[src/rtl/hit_event_reporter.sv]
// hit_event_reporter
//   Hardware-to-CPU event path. Watches the per-frame hit and health signals
//   and packs each hit into a 16-bit event word. The words are buffered in a
//   FIFO. The CPU drains the FIFO over a four-phase req/ack handshake.
//
// Ports
//   Clk, Reset_n        system clock, asynchronous active-low reset
//   frame_vs            VGA vsync; its rising edge marks a frame boundary
//   ryu_hit, akuma_hit  per-frame hit levels
//   ryu_health,
//   akuma_health        health bar values, latched at the frame boundary
//   clear               synchronous flush of FIFO, overflow and frame counter
//   rd_req / rd_ack     four-phase read handshake (CPU drives req)
//   rd_data             event word, valid while rd_ack=1, held afterwards
//   evt_count           FIFO occupancy, 0..DEPTH
//   overflow            sticky flag: an event was dropped on a full FIFO
//
// Event word: [15:14] type (01 Ryu hit, 10 Akuma hit, 11 KO, 00 empty read),
//             [13:8] frame number [5:0], [7:0] victim health.

module hit_event_reporter #(
    parameter int DEPTH   = 16,
    parameter int FRAME_W = 8
) (
    input  logic                     Clk,
    input  logic                     Reset_n,
    input  logic                     frame_vs,
    input  logic                     ryu_hit,
    input  logic                     akuma_hit,
    input  logic [7:0]               ryu_health,
    input  logic [7:0]               akuma_health,
    input  logic                     clear,
    input  logic                     rd_req,
    output logic                     rd_ack,
    output logic [15:0]              rd_data,
    output logic [$clog2(DEPTH):0]   evt_count,
    output logic                     overflow
);

    localparam int AW = $clog2(DEPTH);
    localparam int CW = AW + 1;
    localparam logic [CW-1:0] FULL_CNT = CW'(DEPTH);

    typedef enum logic [1:0] {W_IDLE, W_RYU, W_AKUMA} wr_state_t;
    typedef enum logic       {R_IDLE, R_WAIT}         rd_state_t;

    // ------------------------------------------------------------------
    // State
    // ------------------------------------------------------------------
    logic               vs_meta_q,  vs_meta_d;
    logic               vs_sync_q,  vs_sync_d;
    logic               vs_prev_q,  vs_prev_d;
    logic [FRAME_W-1:0] frame_cnt_q, frame_cnt_d;

    logic               cap_akuma_hit_q, cap_akuma_hit_d;
    logic [7:0]         cap_ryu_hp_q,    cap_ryu_hp_d;
    logic [7:0]         cap_akuma_hp_q,  cap_akuma_hp_d;
    logic [5:0]         cap_frame_q,     cap_frame_d;

    wr_state_t          wr_state_q, wr_state_d;
    rd_state_t          rd_state_q, rd_state_d;

    logic [15:0]        mem_q [DEPTH];
    logic [15:0]        mem_d [DEPTH];
    logic [AW-1:0]      wr_ptr_q, wr_ptr_d;
    logic [AW-1:0]      rd_ptr_q, rd_ptr_d;
    logic [CW-1:0]      count_q,  count_d;
    logic               overflow_q, overflow_d;

    logic               rd_ack_q,  rd_ack_d;
    logic [15:0]        rd_data_q, rd_data_d;

    // ------------------------------------------------------------------
    // Combinational helpers
    // ------------------------------------------------------------------
    logic               frame_tick;
    logic [FRAME_W-1:0] frame_inc;
    logic               push, pop;
    logic               push_ok, pop_ok;
    logic [15:0]        push_word;
    logic               fifo_full, fifo_empty;
    logic [15:0]        ryu_word, akuma_word;

    // A zero victim health turns the hit into a KO event.
    function automatic logic [15:0] make_word(input logic [1:0] kind,
                                              input logic [5:0] frm,
                                              input logic [7:0] hp);
        logic [1:0] t;
        t = (hp == 8'd0) ? 2'b11 : kind;
        return {t, frm, hp};
    endfunction

    assign frame_tick = vs_sync_q & ~vs_prev_q;
    assign frame_inc  = frame_cnt_q + FRAME_W'(1);
    assign ryu_word   = make_word(2'b01, cap_frame_q, cap_ryu_hp_q);
    assign akuma_word = make_word(2'b10, cap_frame_q, cap_akuma_hp_q);
    assign fifo_full  = (count_q == FULL_CNT);
    assign fifo_empty = (count_q == '0);

    // ------------------------------------------------------------------
    // Frame synchronizer, frame counter and capture registers
    // ------------------------------------------------------------------
    always_comb begin
        vs_meta_d       = frame_vs;
        vs_sync_d       = vs_meta_q;
        vs_prev_d       = vs_sync_q;
        frame_cnt_d     = frame_cnt_q;
        cap_akuma_hit_d = cap_akuma_hit_q;
        cap_ryu_hp_d    = cap_ryu_hp_q;
        cap_akuma_hp_d  = cap_akuma_hp_q;
        cap_frame_d     = cap_frame_q;

        if (frame_tick) begin
            frame_cnt_d     = frame_inc;
            cap_akuma_hit_d = akuma_hit;
            cap_ryu_hp_d    = ryu_health;
            cap_akuma_hp_d  = akuma_health;
            // Events carry the number of the frame just started, so frame 1
            // is the first boundary after reset or clear.
            cap_frame_d     = frame_inc[5:0];
        end
        if (clear) begin
            frame_cnt_d = '0;
        end
    end

    // ------------------------------------------------------------------
    // Writer FSM: one push per cycle, Ryu before Akuma on a double hit
    // ------------------------------------------------------------------
    always_comb begin
        wr_state_d = wr_state_q;
        push       = 1'b0;
        push_word  = '0;
        case (wr_state_q)
            W_IDLE: begin
                if (frame_tick) begin
                    if (ryu_hit)        wr_state_d = W_RYU;
                    else if (akuma_hit) wr_state_d = W_AKUMA;
                end
            end
            W_RYU: begin
                push       = 1'b1;
                push_word  = ryu_word;
                wr_state_d = cap_akuma_hit_q ? W_AKUMA : W_IDLE;
            end
            W_AKUMA: begin
                push       = 1'b1;
                push_word  = akuma_word;
                wr_state_d = W_IDLE;
            end
            default: wr_state_d = W_IDLE;
        endcase
        // Flushing also abandons any capture still waiting to be pushed.
        if (clear) wr_state_d = W_IDLE;
    end

    // ------------------------------------------------------------------
    // Reader FSM: one pop per handshake, data latched at request time
    // ------------------------------------------------------------------
    always_comb begin
        rd_state_d = rd_state_q;
        rd_ack_d   = rd_ack_q;
        rd_data_d  = rd_data_q;
        pop        = 1'b0;
        case (rd_state_q)
            R_IDLE: begin
                if (rd_req) begin
                    rd_state_d = R_WAIT;
                    rd_ack_d   = 1'b1;
                    rd_data_d  = fifo_empty ? 16'h0000 : mem_q[rd_ptr_q];
                    pop        = ~fifo_empty;
                end
            end
            R_WAIT: begin
                if (!rd_req) begin
                    rd_state_d = R_IDLE;
                    rd_ack_d   = 1'b0;
                end
            end
            default: begin
                rd_state_d = R_IDLE;
                rd_ack_d   = 1'b0;
            end
        endcase
    end

    // ------------------------------------------------------------------
    // FIFO storage and bookkeeping
    // ------------------------------------------------------------------
    // A push on a full FIFO is dropped even when a pop frees a slot in the
    // same cycle; clear overrides both push and pop.
    assign push_ok = push & ~fifo_full & ~clear;
    assign pop_ok  = pop & ~clear;

    always_comb begin
        mem_d = mem_q;
        if (push_ok) mem_d[wr_ptr_q] = push_word;

        wr_ptr_d   = wr_ptr_q + AW'(push_ok);
        rd_ptr_d   = rd_ptr_q + AW'(pop_ok);
        count_d    = count_q + CW'(push_ok) - CW'(pop_ok);
        overflow_d = overflow_q | (push & fifo_full);

        if (clear) begin
            wr_ptr_d   = '0;
            rd_ptr_d   = '0;
            count_d    = '0;
            overflow_d = 1'b0;
        end
    end

    // ------------------------------------------------------------------
    // Registers
    // ------------------------------------------------------------------
    always_ff @(posedge Clk or negedge Reset_n) begin
        if (!Reset_n) begin
            vs_meta_q       <= 1'b0;
            vs_sync_q       <= 1'b0;
            vs_prev_q       <= 1'b0;
            frame_cnt_q     <= '0;
            cap_akuma_hit_q <= 1'b0;
            cap_ryu_hp_q    <= '0;
            cap_akuma_hp_q  <= '0;
            cap_frame_q     <= '0;
            wr_state_q      <= W_IDLE;
            rd_state_q      <= R_IDLE;
            wr_ptr_q        <= '0;
            rd_ptr_q        <= '0;
            count_q         <= '0;
            overflow_q      <= 1'b0;
            rd_ack_q        <= 1'b0;
            rd_data_q       <= '0;
            for (int i = 0; i < DEPTH; i++) mem_q[i] <= '0;
        end else begin
            vs_meta_q       <= vs_meta_d;
            vs_sync_q       <= vs_sync_d;
            vs_prev_q       <= vs_prev_d;
            frame_cnt_q     <= frame_cnt_d;
            cap_akuma_hit_q <= cap_akuma_hit_d;
            cap_ryu_hp_q    <= cap_ryu_hp_d;
            cap_akuma_hp_q  <= cap_akuma_hp_d;
            cap_frame_q     <= cap_frame_d;
            wr_state_q      <= wr_state_d;
            rd_state_q      <= rd_state_d;
            wr_ptr_q        <= wr_ptr_d;
            rd_ptr_q        <= rd_ptr_d;
            count_q         <= count_d;
            overflow_q      <= overflow_d;
            rd_ack_q        <= rd_ack_d;
            rd_data_q       <= rd_data_d;
            for (int i = 0; i < DEPTH; i++) mem_q[i] <= mem_d[i];
        end
    end

    assign rd_ack    = rd_ack_q;
    assign rd_data   = rd_data_q;
    assign evt_count = count_q;
    assign overflow  = overflow_q;

endmodule

[config.mk]
export PLATFORM = sky130hd
export DESIGN_NAME = hit_event_reporter
export DESIGN_NICKNAME = d
export VERILOG_FILES = /design/src/rtl/hit_event_reporter.sv
export SDC_FILE = /design/constraint.sdc
export NUM_CORES = 1
export LEC_CHECK = 0
export CORE_UTILIZATION = 25
export DETAILED_ROUTE_END_ITERATION = 8
export MAX_ROUTING_LAYER = met4
export SLEW_MARGIN = 20
export SYNTH_ARGS = -nofsm -noshare
export SYNTH_HDL_FRONTEND = slang
export SYNTH_SLANG_ARGS = --single-unit
export TNS_END_PERCENT = 100
[constraint.sdc]
create_clock -name Clk -period 3.7 [get_ports Clk]
set_clock_uncertainty 0.2 [all_clocks]
set_input_delay 0.74 -clock Clk [delete_from_list [all_inputs] [get_ports Clk]]
set_output_delay 0.74 -clock Clk [all_outputs]
set_load 0.03 [all_outputs]
Word level (Yosys, flattened, before mapping)
Index checks and enable logic that the tools add are counted.
{"block": "totals", "regBits": 324, "input_bits": 23, "out_inout_bits": 23, "wordCells": 99}
{"block": "classes", "mux": 29, "eq_ne": 7, "add_sub_neg": 5, "bitwise_logic": 13, "n_lt_le_gt_ge": 3, "reduce_logical": 10}
{"cell": "$bwmux 256", "n": 1}
{"cell": "$bmux 16 s4", "n": 1}
{"cell": "$demux 16 s4", "n": 1}
{"cell": "$mux 16", "n": 4}
{"cell": "$pmux 16 s2", "n": 1}
{"cell": "$logic_not 8->1", "n": 2}
{"cell": "$mux 8", "n": 2}
{"cell": "$mux 2", "n": 6}
{"cell": "$ge 5x5->1 const B", "n": 2}
{"cell": "$not 4->5", "n": 2}
{"cell": "$add 4x1->4", "n": 2}
{"cell": "$add 8x1->8 const B", "n": 1}
{"cell": "$mux 1", "n": 8}
{"cell": "$mux 4", "n": 2}
{"cell": "$reduce_and 2->1", "n": 3}
{"cell": "$add 5x1->5", "n": 1}
{"cell": "$and 1x1->1", "n": 5}
{"cell": "$eq 5x5->1 const B", "n": 1}
{"cell": "$logic_not 5->1", "n": 1}
{"cell": "$lt 5x1->1 const B", "n": 1}
{"cell": "$mux 5", "n": 1}
{"cell": "$not 1->1", "n": 5}
{"cell": "$sub 5x1->5", "n": 1}
{"cell": "$ne 2x2->1 const B", "n": 2}
{"cell": "other kinds (11)", "n": 11}

Logic depth before layout (Yosys ltp)
Gate-level depths: netlist (run 1).
{"block": "depth", "word_depth": 8, "ltp_mapped": 15, "mapped_depth_nobuf": 13}

Worst setup path before layout (run 1)
OpenSTA, ideal clock, no wires.
{"block": "synth_timing", "path_kind": "reg-to-reg", "start": "register count_q[2], in the netlist evt_count[2]", "end": "register count_q[4], in the netlist evt_count[4]", "synth_period_minus_slack_ns": 3.345, "path_buffers": 2, "required_ns": 3.365, "path_stages_with_launch": 16, "arrival_ns": 3.010, "setup_ns": 0.135, "slack_ns": 0.355, "path_cell_list": "dfrtp_1 > inv_1 > ha_1 > and4bb_1 > or3b_1 > buf_6 > buf_6 > ha_1 > inv_1 > ha_1 > inv_1 > fa_1 > nor2b_1 > o21bai_1 > a21oi_1 > nor3b_1"}
{"block": "synth_via", "elab_chain_len": 7, "word_cells_on_any_way": 12, "cone_classes": "add/sub: 2; eq/ne: 1; mux: 3; bitwise: 5; reduce/logical: 1"}
{"item": "from (decl)", "line": "67", "text": "logic [CW-1:0] count_q, count_d;"}
{"item": "from (signal assigned)", "line": "247", "text": "count_q <= count_d;"}
{"item": "$eq 5x5->1 / $logic_not 5->1 (equally long branches)", "line": "97, 98"}
{"item": "$not 1->1, on equally long branches", "line": "192, 171"}
{"item": "$and 1x1->1 / $mux 1 (equally long branches)", "line": "192, 167"}
{"item": "$and 1x1->1 / $mux 1 (equally long branches)", "line": "192, 165"}
{"item": "$add 5x1->5 / $and 1x1->1 (equally long branches)", "line": "201, 193"}
{"item": "$sub 5x1->5 *", "line": "201", "text": "count_d = count_q + CW'(push_ok) - CW'(pop_ok);"}
{"item": "$mux 5 *", "line": "204", "text": "if (clear) begin"}
{"item": "via count_d[4]", "line": "67"}
The timed path passes the listed nets; every way through them passes the cells marked *.
A chain may end at the register's enable or synchronous reset.

Final worst setup path (run 1)
{"block": "layout_timing", "start": "register count_q[3], in the netlist evt_count[3]", "end": "register count_q[4], in the netlist evt_count[4]"}
Same word-level chain as after synthesis.

==> results of run 1 <==
[registers in the layout, summed over array words and instances, names as in the netlist]
| signal | cells |
|---|---|
| vs_prev_q | 1 |
| cap_akuma_hit_q | 1 |
| vs_prev_d | 1 |
| rd_state_q | 1 |
| overflow | 1 |
| wr_state_q | 2 |
| vs_meta_q | 1 |
| cap_frame_q | 6 |
| evt_count | 5 |
| wr_ptr_q | 4 |
| cap_ryu_hp_q | 8 |
| frame_cnt_q | 6 |
| mem_q | 256 |
| rd_ack | 1 |
| cap_akuma_hp_q | 8 |
| rd_data | 16 |
| rd_ptr_q | 4 |
[worst min-delay path by stage]
| stage | from | end | slack, ns | cells after the start |
|---|---|---|---|---|
| 6_report | Reset_n | mem_q[206]$_DFFE_PN0P_ | -0.006 | 1 |
| 4_1_cts | Reset_n | mem_q[206]$_DFFE_PN0P_ | 0.01 | 1 |
| 3_5_place_dp | vs_meta_q$_DFF_PN0_ | vs_prev_d$_DFF_PN0_ | 0.14 | 0 |
| 5_1_grt | Reset_n | mem_q[219]$_DFFE_PN0P_ | 0.02 | 1 |
| 3_3_place_gp | vs_meta_q$_DFF_PN0_ | vs_prev_d$_DFF_PN0_ | 0.13 | 0 |
| 2_1_floorplan | vs_meta_q$_DFF_PN0_ | vs_prev_d$_DFF_PN0_ | 0.13 | 0 |
[logic make-up after synthesis]
family	count (synthesis)
muxes	352
DFF	322
and+or+nand+nor	165
buffers and inverters	88
AOI/OAI and AO/OA	45
adders and majority gates	16
xor gates and xnor gates	14
[through the flow]
stage                     worst slack, ns  cell area, sq um  total power [mW]  utilization [%]  hold slack [ns]
after floorplan                    0.3549             14820             4.230                -           0.1312
after global placement             0.3082             16310             4.534            28.05           0.1349
after detailed placement           0.2836             16310             4.543            28.05           0.1381
after CTS                          0.4435             17550             8.337            30.19          0.01170
after global routing               0.2119             17560             8.564            30.20          0.02381
final                              0.4546             17560             8.212            30.20        -0.005751
[layout make-up]
class | instances | area [sq um] | area share (%)
Sequential cell | 322 | 8064 | 45.93
Multi-Input combinational cell | 592 | 6352 | 36.18
Clock buffer | 48 | 1027 | 5.851
Tap cell | 765 | 957.2 | 5.452
Timing Repair Buffer | 96 | 900.9 | 5.131
Clock inverter | 15 | 214.0 | 1.219
Inverter | 11 | 41.29 | 0.2352
[Yosys cell counts (all sizes together)]
| master | count | share of area (%) |
|---|---|---|
| a21o | 1 | 0.051 |
| a21oi | 6 | 0.20 |
| a22oi | 9 | 0.46 |
| a311oi | 1 | 0.059 |
| a41oi | 2 | 0.12 |
| and2 | 6 | 0.25 |
| and3 | 1 | 0.042 |
| and4bb | 1 | 0.084 |
| buf | 45 | 1.7 |
| clkbuf | 32 | 0.81 |
| dfrtp | 322 | 54 |
| fa | 1 | 0.14 |
| ha | 15 | 1.3 |
| inv | 11 | 0.28 |
| mux2 | 256 | 20 |
| mux2i | 32 | 2.2 |
| mux4 | 64 | 9.7 |
| nand2 | 67 | 1.7 |
| nand2b | 22 | 0.93 |
| nand3 | 6 | 0.20 |
| nand3b | 1 | 0.051 |
| nor2 | 19 | 0.48 |
| nor2b | 18 | 0.76 |
| nor3 | 11 | 1.0 |
| nor3b | 1 | 0.051 |
| nor4 | 8 | 0.95 |
| o21a | 1 | 0.051 |
| o21ai | 8 | 0.27 |
| o21bai | 1 | 0.051 |
| o221ai | 16 | 0.95 |
| or3 | 1 | 0.042 |
| or3b | 1 | 0.059 |
| or4b | 2 | 0.16 |
| xnor2 | 8 | 0.47 |
| xor2 | 6 | 0.35 |
[layer usage]
layer / share of wire [%] / wire length [um]
met4: 2.0 / 702
met3: 4.6 / 1586
met1: 44 / 15260
met5: 0 / 0
met2: 49 / 16880
[power groups by stage]
| stage | Sequential [mW] | Clock (mW) | Combinational, mW |
|---|---|---|---|
| finish | 3.69 | 3.75 | 0.770 |
| floorplan | 3.77 | 0 | 0.458 |
| global placement | 3.76 | 0 | 0.777 |
| detailed placement | 3.76 | 0 | 0.785 |
| CTS | 3.69 | 3.85 | 0.788 |
| global route | 3.70 | 4.00 | 0.856 |
==> run summary, run 1 <==
die area - 0.06024 sq mm
CP top delay family - simple AND/OR/NAND/NOR gates
via/cell ratio - 4.538
Area Overhead vs Synth - 18.49%
DR pass1 iterations - 4
hold violation total from the final report - 4
min Tclk post-route - 3.245 ns
# setup viols final - 0
CTS tree - done
Reg clk slew, reported paths - 0.06 ns
Mapped Area - 0.01482 sq mm
share of layout cells above drive strength 1 - 41.88%
xor and xnor area share after synthesis - 0.8276%
CP cell instances - inv_1 -> ha_1 -> or4b_2 -> and3_1 -> ha_1 -> inv_1 -> ha_1 -> inv_1 -> fa_1 -> nor2b_1 -> o21bai_1 -> nand3_1 -> nor3b_1
die width - 245.4 um
Hold Crit Class - in -> async
Leak Pwr - 7.942 nW
complex-gate fraction of the synthesized area - 2.204%
DRT iter0 DRCs - 608
largest net degree at the start of global routing - 85
count of pins over their slew limit - 0
RSZ-0062 raised after global routing - false
gpl congestion - 0.7701
Crit Reg-Reg Endpoint - evt_count[4]$_DFF_PN0_
CP bufs+invs - 3
met2 global-route usage - 19.91%
post-cts resize count - 0
combinational fraction of design power - 9.4%
failing checks - hold timing
GRT Total Usage - 12.26%
Fmax achieved - 308.1 MHz
Max-Cap Viols - 0
Mapped Cells - 1,002
placed cell count - 1,786
row count - 88
WL/cell - 18.62 um
stages on the worst setup path - 13
Num Clock Sinks - 322
Clock Path Buffers - 3
Adder-Cell Fraction of Synth Area - 1.402%
FF+latch count, synth - 322
Synth Net Count - 1,041
Inserted Diodes - 0
Max H-tree Level - 2
synth unique cells - 44
post-route ant nets - 0
slew margin rel. - 38.70%
Power Dens Cells - 467.7 mW/mm^2
Worst R2R Setup Slack - 0.45 ns
Port Buffers - 45
commonest non-fill, non-tap cells in the layout - dfrtp_1 (319), mux2_2 (246), nand2_1 (67)
kind of critical path - reg -> reg
vias in the first global route - 9,224
mux cell area share after synthesis - 31.60%
arrival time at the worst endpoint - 3.48 ns
CTS Hold Bufs - 0
Worst Reg2Reg Path Length in Cells - 13
Mapped Avg Cell Area - 14.79 sq um
clock group share of total power - 45.6%
combinational family with the most area after synthesis - multiplexers
DRC Markers - 0
overall routed net length - 34.43 mm
CP Launch Point - evt_count[3]$_DFF_PN0_
simple-gate portion of the synthesized area - 6.773%
Detailed Place HPWL - 21.27 mm
WP data required - 3.93 ns
filler instances - 5,809
run status - finished with violations
sequential fraction of the synthesis area - 54.38%
maximum VDD drop - 331.1 uV
met3 usage - 1.888%
Die H - 245.4 um
CP max FO - 3
Flop pwr share - 45.0%
Clock Tree Root - clkbuf_16
slowest stage delay, CP - 0.65 ns
setup TNS - 0 ns
Most Used Layer, Global Route - met2
startpoint types - flop
initial antenna violation count - 1
via count - 8,391
grt met1 use - 15.86%
Internal Power - 6.226 mW
worst slew pin tran - 0.9189 ns
CP endpoint - evt_count[4]$_DFF_PN0_
fin cells - 1,849
Critical Path Sink Type - flop
Core ar. - 0.05814 sq mm
worst r2r src - evt_count[3]$_DFF_PN0_
CP max stage cell - or4b_2
Synth Warn # - 0
Clk Latency, worst-skew pair - 0.52 ns
Net Switching - 1.985 mW
Hold Worst Slack - -0.005751 ns
IO Count - 46
commonest non-fill, non-tap cell in the layout - dfrtp_1
sw frac - 24.18%
period utilisation layout - 87.71%
global-route wire length before repair - 55.60 mm
nets@finish - 1,098
Setup Buffers After CTS - 0
grt total ovfl - 0
clock buffer count from CTS - 36
Starting Density - 25.49%
No activity file was read; power rests on OpenSTA's default activity.
==> run 2, diff against run 1 <==
--- a/config.mk
+++ b/config.mk
@@ -5,9 +5,11 @@
 export SDC_FILE = /design/constraint.sdc
 export NUM_CORES = 1
 export LEC_CHECK = 0
+export ABC_CLOCK_PERIOD_IN_PS = 3700
 export CORE_UTILIZATION = 25
 export DETAILED_ROUTE_END_ITERATION = 8
 export MAX_ROUTING_LAYER = met4
+export PLACE_DENSITY = 0.46
 export SLEW_MARGIN = 20
 export SYNTH_ARGS = -nofsm -noshare
 export SYNTH_HDL_FRONTEND = slang
==> run 2 against run 1 <==
Utilization hardly changed. Count of clock-buffer cells in the layout is 10 higher. Highest routed layer unchanged. Sequential share of layout area hardly changed. The run still ends with hold timing left.
==> run summary, run 2 (synthesized netlist as in run 1, its figures left out) <==
RSZ-0062 raised after global routing - false (unchanged)
CP max FO - 3 (unchanged)
kind of critical path - reg -> reg (unchanged)
Hold Worst Slack - -0.01077 ns (was -0.005751 ns)
IO Count - 46 (unchanged)
Core Util, Final - 30.18% (was 30.20%)
CP bufs+invs - 3 (unchanged)
Leak Pwr - 7.948 nW (was 7.942 nW)
failing checks - hold timing (unchanged)
Clock Tree Root - clkbuf_16 (unchanged)
CP Launch Point - evt_count[2]$_DFF_PN0_ (was evt_count[3]$_DFF_PN0_)
row count - 88 (unchanged)
setup TNS - 0 ns (unchanged)
Hold Crit Class - in -> async (unchanged)
Max-Cap Viols - 0 (unchanged)
Largest Register - mem_q (unchanged)
Power Dens Cells - 459.0 mW/mm^2 (was 467.7 mW/mm^2)
Reg clk slew, reported paths - 0.06 ns (about the same)
Fmax achieved - 310.3 MHz (was 308.1 MHz)
via count - 8,406 (was 8,391)
CP top delay family - simple AND/OR/NAND/NOR gates (unchanged)
Max H-tree Level - 2 (unchanged)
period utilisation layout - 87.09% (was 87.71%)
die area - 0.06024 sq mm (unchanged)
stages on the worst setup path - 13 (unchanged)
Num Clock Sinks - 322 (unchanged)
slew margin rel. - 32.40% (was 38.70%)
Clock Path Buffers - 3 (unchanged)
nets@finish - 1,105 (was 1,098)
slowest stage delay, CP - 0.65 ns (about the same)
arrival time at the worst endpoint - 3.49 ns (was 3.48 ns)
WL/cell - 20.15 um (was 18.62 um)
Worst R2R Setup Slack - 0.48 ns (was 0.45 ns)
CP endpoint - evt_count[4]$_DFF_PN0_ (unchanged)
worst r2r src - evt_count[2]$_DFF_PN0_ (was evt_count[3]$_DFF_PN0_)
DRT iter0 DRCs - 391 (was 608)
max reg flops - 256 (unchanged)
GRT Total Usage - 13.40% (was 12.26%)
CTS tree - done (unchanged)
clock buffer count from CTS - 38 (was 36)
CTS Hold Bufs - 0 (unchanged)
global-route wire length before repair - 58.71 mm (was 55.60 mm)
Inserted Diodes - 0 (unchanged)
Clk Latency, worst-skew pair - 0.56 ns (was 0.52 ns)
worst slew pin tran - 1.012 ns (was 0.9189 ns)
die width - 245.4 um (unchanged)
Port Buffers - 45 (unchanged)
run status - finished with violations (unchanged)
Crit Reg-Reg Endpoint - evt_count[4]$_DFF_PN0_ (unchanged)
largest net degree at the start of global routing - 82 (was 85)
Area Overhead vs Synth - 18.40% (was 18.49%)
filler instances - 5,876 (was 5,809)
Starting Density - 25.49% (unchanged)
Die H - 245.4 um (unchanged)
startpoint types - flop (unchanged)
share of layout cells above drive strength 1 - 41.32% (was 41.88%)
grt total ovfl - 0 (unchanged)
post-cts resize count - 0 (unchanged)
Setup Buffers After CTS - 0 (unchanged)
# setup viols final - 0 (unchanged)
min Tclk post-route - 3.222 ns (was 3.245 ns)
CP cell instances - inv_1 -> ha_1 -> or4b_2 -> and3_1 -> ha_1 -> inv_1 -> ha_1 -> inv_1 -> fa_1 -> nor2b_1 -> o21bai_1 -> nand3_1 -> nor3b_1 (unchanged)
count of pins over their slew limit - 0 (unchanged)
CP max stage cell - or4b_2 (unchanged)
DR pass1 iterations - 4 (unchanged)
DRC Markers - 0 (unchanged)
gpl congestion - 0.6919 (was 0.7701)
maximum VDD drop - 289.2 uV (was 331.1 uV)
Worst Reg2Reg Path Length in Cells - 13 (unchanged)
commonest non-fill, non-tap cells in the layout - dfrtp_1 (319), mux2_2 (246), nand2_1 (67) (unchanged)
overall routed net length - 37.36 mm (was 34.43 mm)
Detailed Place HPWL - 22.92 mm (was 21.27 mm)
WP data required - 3.97 ns (was 3.93 ns)
post-route ant nets - 0 (unchanged)
vias in the first global route - 9,046 (was 9,224)
commonest non-fill, non-tap cell in the layout - dfrtp_1 (unchanged)
Core ar. - 0.05814 sq mm (unchanged)
hold violation total from the final report - 2 (was 4)
via/cell ratio - 4.534 (was 4.538)
Critical Path Sink Type - flop (unchanged)
initial antenna violation count - 0 (was 1)
==> run 2: report_power, final <==
part	leakage [nW]	internal (mW)	switching (mW)
combinational	2.93	0.324	0.456
sequential	4.45	3.61	0.0945
clock	0.574	2.10	1.47
==> run 2: layer usage <==
metal  GRT usage (%)  routed length (um)  vias up
met1           17.77               17240     4503
li1                -                   -     3747
met5               -                   0        -
met4           3.964                 881        0
met2           20.87               17790      100
met3           2.346                1440       56
==> run 2: worst min-delay path by stage <==
stage	depth (start not counted)	endpoint	from	slack, ns
4_1_cts	1	cap_frame_q[5]$_DFFE_PN0P_	Reset_n	0.01
3_5_place_dp	0	vs_prev_d$_DFF_PN0_	vs_meta_q$_DFF_PN0_	0.14
2_1_floorplan	0	vs_prev_d$_DFF_PN0_	vs_meta_q$_DFF_PN0_	0.13
6_report	1	cap_frame_q[5]$_DFFE_PN0P_	Reset_n	-0.01
3_3_place_gp	0	vs_prev_d$_DFF_PN0_	vs_meta_q$_DFF_PN0_	0.14
5_1_grt	1	cap_frame_q[5]$_DFFE_PN0P_	Reset_n	0.03
==> run 2: final cells by class <==
cell class              count  area, sq um  share of cell area (%)
clock buffers              58         1137                   6.483
clock inverters             5        31.28                  0.1783
inverters                  11        41.29                  0.2354
multi-input cells         592         6349                   36.19
flip-flops and latches    322         8064                   45.97
well taps                 765        957.2                   5.456
repair buffers            101        963.4                   5.492
==> run 2: stage by stage <==
step / hold WS (ns) / area (sq um) / std cells / power, mW / setup WS (ns)
finish: -0.01077 / 17540 / 1854 / 8.053 / 0.4776
global route: 0.03289 / 17540 / 1854 / 8.418 / 0.2439
CTS: 0.01088 / 17540 / 1854 / 8.203 / 0.4369
detailed placement: 0.1370 / 16370 / 1791 / 4.560 / 0.2425
global placement: 0.1360 / 16370 / 1791 / 4.560 / 0.2913
floorplan: 0.1312 / 14820 / 1002 / 4.230 / 0.3549
